### src/rtl/seg7_pkg.sv
// rtl/seg7_pkg.sv - shared types, scan states and hex segment table for 7-segment drivers
//
// Contents:
//   seg_t        7-bit segment vector, bit0 = a ... bit6 = g, active-high (1 = lit)
//   scan_state_t scan FSM states
//   SEG_TABLE    segment patterns for hex digits 0..F
//   hex2seg      nibble -> seg_t lookup

package seg7_pkg;

  typedef logic [6:0] seg_t;

  typedef enum logic [1:0] {
    IDLE,
    SHOW,
    BLANK
  } scan_state_t;

  localparam seg_t SEG_TABLE [16] = '{
    7'h3F, 7'h06, 7'h5B, 7'h4F, 7'h66, 7'h6D, 7'h7D, 7'h07,
    7'h7F, 7'h6F, 7'h77, 7'h7C, 7'h39, 7'h5E, 7'h79, 7'h71
  };

  function automatic seg_t hex2seg(input logic [3:0] nibble);
    return SEG_TABLE[nibble];
  endfunction

endpackage

### src/rtl/seg7_scan_mux_if.sv
// rtl/seg7_scan_mux_if.sv - value/display bundle between hex producers, scan mux and board pins
//
// Signals:
//   en_i      scan enable (0 = display dark)
//   digits_i  NUM_DIGITS packed hex nibbles, digit 0 in bits [3:0]
//   dp_i      decimal point per digit, 1 = lit
//   seg_o     segments a..g (bit0..bit6), polarity set by the driver
//   dp_o      decimal point pin
//   an_o      digit enables, one-hot when a digit is shown
//   frame_o   one-cycle pulse at the start of each frame
// Modports: master = value producer / observer, slave = scan mux.

interface seg7_scan_mux_if
  import seg7_pkg::*;
#(
  parameter int NUM_DIGITS = 4
);

  logic                    en_i;
  logic [4*NUM_DIGITS-1:0] digits_i;
  logic [NUM_DIGITS-1:0]   dp_i;
  seg_t                    seg_o;
  logic                    dp_o;
  logic [NUM_DIGITS-1:0]   an_o;
  logic                    frame_o;

  modport master (
    output en_i, digits_i, dp_i,
    input  seg_o, dp_o, an_o, frame_o
  );

  modport slave (
    input  en_i, digits_i, dp_i,
    output seg_o, dp_o, an_o, frame_o
  );

endinterface

### src/rtl/seg7_hex_dec.sv
// rtl/seg7_hex_dec.sv - combinational hex nibble to 7-segment decoder
//
// Ports:
//   nibble  in   4  hex value 0..F
//   seg     out  7  active-high segments, bit0 = a ... bit6 = g

module seg7_hex_dec
  import seg7_pkg::*;
(
  input  logic [3:0] nibble,
  output seg_t       seg
);

  assign seg = hex2seg(nibble);

endmodule

### src/rtl/seg7_scan_mux.sv
// rtl/seg7_scan_mux.sv - time-multiplexed multi-digit 7-segment scan driver
//
// Each digit is lit for DWELL-BLANK_CYCLES clocks and then all anodes are off
// for BLANK_CYCLES clocks, DWELL = CLK_FREQ_HZ/(FRAME_HZ*NUM_DIGITS).
// Digit values are captured into shadow registers at the start of every frame
// so a frame never mixes old and new values.
//
// Ports:
//   clk   in  system clock, rising edge
//   rst   in  asynchronous active-high reset
//   bus   slave side of seg7_scan_mux_if (en_i, digits_i, dp_i in;
//         seg_o, dp_o, an_o, frame_o out, all registered)
//
// Build option: SEG7_LEADING_ZERO_BLANK_EN - when defined, a zero digit with
// all higher digits zero and its own dp off shows no segments (digit 0 never).

module seg7_scan_mux
  import seg7_pkg::*;
#(
  parameter int NUM_DIGITS   = 4,
  parameter int CLK_FREQ_HZ  = 50000000,
  parameter int FRAME_HZ     = 250,
  parameter int BLANK_CYCLES = 64,
  parameter int ACTIVE_LOW   = 1
) (
  input  logic            clk,
  input  logic            rst,
  seg7_scan_mux_if.slave  bus
);

  localparam int   DWELL    = CLK_FREQ_HZ / (FRAME_HZ * NUM_DIGITS);
  localparam int   SHOW_LEN = DWELL - BLANK_CYCLES;
  localparam int   CW       = $clog2(DWELL + 1);
  localparam int   IW       = $clog2(NUM_DIGITS);
  localparam logic POL      = (ACTIVE_LOW != 0);

  generate
    if (DWELL <= BLANK_CYCLES || BLANK_CYCLES < 1 || NUM_DIGITS < 2 || NUM_DIGITS > 8) begin : g_bad_cfg
      $error("seg7_scan_mux: dwell must exceed BLANK_CYCLES (>=1) and NUM_DIGITS must be 2..8");
    end
  endgenerate

  scan_state_t             state, state_d;
  logic [IW-1:0]           idx, idx_d;
  logic [CW-1:0]           cnt, cnt_d;
  logic                    capture;
  logic [4*NUM_DIGITS-1:0] shadow_digits;
  logic [NUM_DIGITS-1:0]   shadow_dp;

  logic [NUM_DIGITS-1:0]   an_d, an_q;
  seg_t                    seg_d, seg_q, dec_seg;
  logic                    dp_d, dp_q, frame_q;
  logic [3:0]              nib;
  logic                    digit_blank;

  assign nib = shadow_digits[{idx, 2'b00} +: 4];

  seg7_hex_dec u_dec (
    .nibble (nib),
    .seg    (dec_seg)
  );

`ifdef SEG7_LEADING_ZERO_BLANK_EN
  logic [NUM_DIGITS-1:0] lz_mask;
  logic                  zero_run;

  // Walk down from the top digit; zero_run stays set while every digit so far is 0.
  always_comb begin
    lz_mask  = '0;
    zero_run = 1'b1;
    for (int k = NUM_DIGITS - 1; k >= 1; k--) begin
      zero_run   = zero_run && (shadow_digits[4*k +: 4] == 4'h0);
      lz_mask[k] = zero_run && !shadow_dp[k];
    end
  end

  assign digit_blank = lz_mask[idx];
`else
  assign digit_blank = 1'b0;
`endif

  // Next state plus the active-high output image of the current state;
  // registering that image gives the one-cycle output lag.
  always_comb begin
    state_d = state;
    idx_d   = idx;
    cnt_d   = cnt;
    capture = 1'b0;
    an_d    = '0;
    seg_d   = '0;
    dp_d    = 1'b0;

    case (state)
      IDLE: begin
        if (bus.en_i) begin
          state_d = SHOW;
          idx_d   = '0;
          cnt_d   = '0;
          capture = 1'b1;
        end
      end
      SHOW: begin
        an_d  = {{(NUM_DIGITS-1){1'b0}}, 1'b1} << idx;
        seg_d = digit_blank ? '0 : dec_seg;
        dp_d  = shadow_dp[idx];
        if (cnt == CW'(SHOW_LEN - 1)) begin
          state_d = BLANK;
          cnt_d   = '0;
        end else begin
          cnt_d = cnt + CW'(1);
        end
      end
      BLANK: begin
        if (cnt == CW'(BLANK_CYCLES - 1)) begin
          state_d = SHOW;
          cnt_d   = '0;
          if (idx == IW'(NUM_DIGITS - 1)) begin
            idx_d   = '0;
            capture = 1'b1;
          end else begin
            idx_d = idx + IW'(1);
          end
        end else begin
          cnt_d = cnt + CW'(1);
        end
      end
      default: state_d = IDLE;
    endcase

    if (!bus.en_i) begin
      state_d = IDLE;
      idx_d   = '0;
      cnt_d   = '0;
      capture = 1'b0;
    end
  end

  always_ff @(posedge clk or posedge rst) begin
    if (rst) begin
      state         <= IDLE;
      idx           <= '0;
      cnt           <= '0;
      shadow_digits <= '0;
      shadow_dp     <= '0;
      an_q          <= {NUM_DIGITS{POL}};
      seg_q         <= {7{POL}};
      dp_q          <= POL;
      frame_q       <= 1'b0;
    end else begin
      state   <= state_d;
      idx     <= idx_d;
      cnt     <= cnt_d;
      if (capture) begin
        shadow_digits <= bus.digits_i;
        shadow_dp     <= bus.dp_i;
      end
      an_q    <= an_d ^ {NUM_DIGITS{POL}};
      seg_q   <= seg_d ^ {7{POL}};
      dp_q    <= dp_d ^ POL;
      frame_q <= capture;
    end
  end

  assign bus.an_o    = an_q;
  assign bus.seg_o   = seg_q;
  assign bus.dp_o    = dp_q;
  assign bus.frame_o = frame_q;

endmodule
### src/flat_wrapper.sv
// flat-port wrapper written by rule: the top's interface ports become plain ports
module seg7_scan_mux_flat import seg7_pkg::*;
#(
  parameter int NUM_DIGITS   = 4,
  parameter int CLK_FREQ_HZ  = 50000000,
  parameter int FRAME_HZ     = 250,
  parameter int BLANK_CYCLES = 64,
  parameter int ACTIVE_LOW   = 1
)
  (clk, rst, bus_en_i, bus_digits_i, bus_dp_i, bus_seg_o, bus_dp_o, bus_an_o, bus_frame_o);
  seg7_scan_mux_if #(.NUM_DIGITS(NUM_DIGITS)) bus_i ();
  input  logic clk;
  input  logic rst;
  input wire logic [$bits(bus_i.en_i)-1:0] bus_en_i;
  input wire logic [$bits(bus_i.digits_i)-1:0] bus_digits_i;
  input wire logic [$bits(bus_i.dp_i)-1:0] bus_dp_i;
  output wire logic [$bits(bus_i.seg_o)-1:0] bus_seg_o;
  output wire logic [$bits(bus_i.dp_o)-1:0] bus_dp_o;
  output wire logic [$bits(bus_i.an_o)-1:0] bus_an_o;
  output wire logic [$bits(bus_i.frame_o)-1:0] bus_frame_o;
  assign bus_i.en_i = bus_en_i;
  assign bus_i.digits_i = bus_digits_i;
  assign bus_i.dp_i = bus_dp_i;
  assign bus_seg_o = bus_i.seg_o;
  assign bus_dp_o = bus_i.dp_o;
  assign bus_an_o = bus_i.an_o;
  assign bus_frame_o = bus_i.frame_o;
  seg7_scan_mux #(.NUM_DIGITS(NUM_DIGITS), .CLK_FREQ_HZ(CLK_FREQ_HZ), .FRAME_HZ(FRAME_HZ), .BLANK_CYCLES(BLANK_CYCLES), .ACTIVE_LOW(ACTIVE_LOW)) u_core (.clk(clk), .rst(rst), .bus(bus_i));
endmodule
### config.mk
export PLATFORM = sky130hd
export DESIGN_NAME = seg7_scan_mux_flat
export DESIGN_NICKNAME = d
export VERILOG_FILES = /design/src/rtl/seg7_pkg.sv /design/src/rtl/seg7_scan_mux_if.sv /design/src/rtl/seg7_hex_dec.sv /design/src/rtl/seg7_scan_mux.sv /design/src/flat_wrapper.sv
export SDC_FILE = /design/constraint.sdc
export NUM_CORES = 1
export LEC_CHECK = 0
export CAP_MARGIN = 20
export CORE_MARGIN = 1.5
export CORE_UTILIZATION = 50
export CTS_BUF_LIST = sky130_fd_sc_hd__clkbuf_8
export DETAILED_ROUTE_END_ITERATION = 8
export HOLD_SLACK_MARGIN = 0.05
export PLACE_DENSITY_LB_ADDON = 0.1
export SLEW_MARGIN = 10
export SYNTH_ARGS = -nofsm -noshare
export SYNTH_HDL_FRONTEND = slang
export SYNTH_SLANG_ARGS = --single-unit
### constraint.sdc
create_clock -name clk -period 4.8 [get_ports clk]
set_input_delay 1.2 -clock clk [delete_from_list [all_inputs] [get_ports clk]]
set_output_delay 1.2 -clock clk [all_outputs]
set_load 0.01 [all_outputs]
==> flow_metrics.py <==
metrics = {
    "final_layout": {
        "drive_above_1_share": 0.211,
        "multi_input_area_um2": 1470,
        "nets": 321,
        "design_area_um2": 3400,
        "regArea_um2": 1340,
        "num_antenna_cells": 0,
        "areaGrowthSynthToFinish_pct": 14.9,
        "fillers": 467,
        "layout_common_cells": "41 x dfrtp_1, 35 x clkdlybuf4s50_1, 28 x nand2_1",
        "final_common_cell": "dfrtp_1",
        "stdcell_count": 356,
        "utilization": 0.607,
    },
    "clock_tree": {
        "cts_tree": "done",
        "cts_sinks": 53,
        "numCtsBuffers": 5,
        "clk_path_buf_depth": 2,
        "hold_buffers": 0,
        "post_cts_resized": 0,
        "clock_latency_ns": 0.31,
        "cts_max_level": 2,
        "postCtsSetupRepairBufs": 0,
        "clockRootBuffer": "clkbuf_8",
        "clk_pin_slew_ns": 0.10,
    },
    "route": {
        "dr_total_vias": 1968,
        "drt_pass1_iterations": 6,
        "ant_nets": 0,
        "wl_per_cell_um": 14.7,
        "drt-total-wl_um": 5220,
        "drc": 0,
        "drt_iter0_markers": 98,
        "via_per_inst": 5.53,
    },
    "timing": {
        "max-slew-margin-rel": 0.590,
        "final.min_clock_period_ns": 2.69,
        "tightest_slew_ns": 0.614,
        "clock_skew_ns": 0.0103,
        "finalMaxSlewViolations": 0,
        "min_period_over_period": 0.560,
        "fmax_mhz": 372,
        "setup_viol": 0,
        "grt_setup_unrepaired": "false",
        "hold_viol": 0,
        "fin_tns_setup_ns": 0,
    },
    "grt": {
        "antenna_found_initial": 0,
        "track_usage": 0.186,
        "grt_max_degree": 30,
        "grt_pass1_wl_um": 9120,
        "grt_pass1_vias": 1955,
        "overflow": 0,
    },
    "yosys": {
        "ys_types": 49,
        "synthArstFlopShare": 1.00,
        "synth-xor-area-share": 0.00296,
        "ys.flop_type": "dfrtp_1",
        "yosys.area_share.simple": 0.146,
        "synth_compound_area_frac": 0.128,
        "synthesis.nets": 290,
        "avgSynthCellArea_um2": 11.8,
        "synth_edf_count": 0,
        "synth_area_um2": 2960,
        "synth_top_family_by_area": "multiplexers",
        "synthTopCellsByArea": "dfrtp_1 35%, dfstp_2 11%, mux2_4 9.6%",
        "yosysSeqAreaShare": 0.453,
        "syn_inst": 252,
        "ys_ff_latch": 53,
        "yosysTopAreaCell": "dfrtp_1",
        "synth_mux_area_frac": 0.155,
        "synthesis.yosys.warnings": 0,
        "synth_top_area_share": 0.346,
        "synth_fa_ha_area_frac": 0.0634,
    },
    "setup_path": {
        "critPathCaptureType": "flop",
        "start_kind": "primary input",
        "r2r-start": "u_core.cnt[0]",
        "arrival_ns": 2.91,
        "cp_data_required_time_ns": 5.03,
        "worstRegToRegCells": 6,
        "reg2reg_slack_ns": 2.61,
        "critPathMaxFanout": 28,
        "r2r-end": "u_core.cnt[6]",
        "path_class": "in -> reg",
        "worstSetupStartpoint": "bus_en_i",
        "crit_path_end": "u_core.cnt[6]",
    },
    "floorplanning": {
        "core_area_um2": 5610,
        "fp.dieW_um": 80.0,
        "rows": 27,
        "dieHeight_um": 80.0,
        "initial_core_util": 0.528,
        "num_io_pins": 36,
        "die_area_um2": 6390,
    },
    "min_path": {
        "hp-class": "reg -> reg",
        "worstHoldPathCells": 1,
    },
    "flow_run": {
        "maxCapViolCount": 0,
    },
    "outcome": {
        "status": "finished clean",
    },
    "placed_design": {
        "dp_cells": 348,
        "gp_congestion": 0.788,
        "dp_hpwl_um": 3700,
        "post_dp_cell_area_um2": 3310,
        "portBuffers": 35,
    },
    "power_and_ir_drop": {
        "total_leakage_power_uw": 0.00145,
        "ir_drop_mv": 0.287,
        "power_uw": 1630,
        "cellPowerDensity_nw_per_um2": 480,
    },
}
==> layout make-up <==
| class | instances | share of cell area |
|---|---|---|
| multi-input cells | 173 | 0.431 |
| flip-flops and latches | 53 | 0.394 |
| repair buffers | 37 | 0.107 |
| well taps | 72 | 0.0265 |
| clock buffers | 5 | 0.0202 |
| inverters | 13 | 0.0143 |
| clock inverters | 3 | 0.00625 |
==> Yosys cell counts (2+ instances only) <==
cell and count:
dfrtp_1 41, nand2_1 28, mux2_4 19, ha_1 15
a21oi_1 13, inv_1 13, a31oi_1 12, dfstp_2 12
nor2_1 10, buf_6 7, nand3_1 7, o21ai_0 6
mux2i_1 5, mux4_2 5, nand2b_1 5, nor2b_1 5
and3_1 4, a41oi_1 3, clkbuf_1 3, o211ai_1 3
o21ai_1 3, a22o_1 2, a32oi_1 2, and4_1 2
and4bb_2 2, clkbuf_2 2
==> how the worst min path moves through the flow <==
stage,start,end,slack [ns]
finish,u_core.shadow_digits[5],u_core.shadow_digits[5],0.51
global route,u_core.shadow_dp[2],u_core.shadow_dp[2],0.53
CTS,u_core.shadow_digits[5],u_core.shadow_digits[5],0.52
detailed placement,u_core.shadow_digits[2],u_core.shadow_digits[2],0.49
global placement,u_core.shadow_digits[5],u_core.shadow_digits[5],0.49
floorplan,u_core.cnt[15],u_core.cnt[15],0.47
==> registers in the layout, indices dropped and copies added, names as in the netlist <==
signal / count
u_core.idx: 2
u_core.shadow_dp: 4
u_core.shadow_digits: 16
u_core.bus.seg_o: 7
u_core.bus.frame_o: 1
u_core.bus.dp_o: 1
u_core.bus.an_o: 4
u_core.cnt: 16
u_core.state: 2
==> kinds of logic (layout without fill, tap and decap cells) <==
family                   Yosys count  in the layout
buffers and inverters             26             58
XOR/XNOR                           1              1
AO/OA/AOI/OAI                     53             53
adder cells (fa/ha/maj)           15             15
flip-flops                        53             53
AND/OR/NAND/NOR                   74             74
multiplexers                      30             30
==> report_power, final <==
group	switching (uW)	internal, uW
Combinational	344	376
Clock	152	104
Sequential	70.8	587
Total	567	1070
==> worst max-delay path: stages <==
cell and delay [ns]:
clkdlybuf4s50_1 0.64, nand2_1 0.14, o2bb2ai_4 0.53, o21ai_0 0.19, a31oi_1 0.21
==> per-layer routing <==
metal,vias up,wire length (um),global-route usage
met4,0,78,0.0621
met2,47,2380,0.291
met3,7,179,0.0377
met5,-,0,0
li1,967,-,-
met1,947,2580,0.257
==> stage by stage <==
step                hold slack (ns)  setup slack (ns)
floorplan                     0.467              2.33
global placement              0.487              1.87
detailed placement            0.489              1.79
CTS                           0.518              2.12
global route                  0.526              1.96
finish                        0.511              2.11
Power figures use the tool's default switching activity.
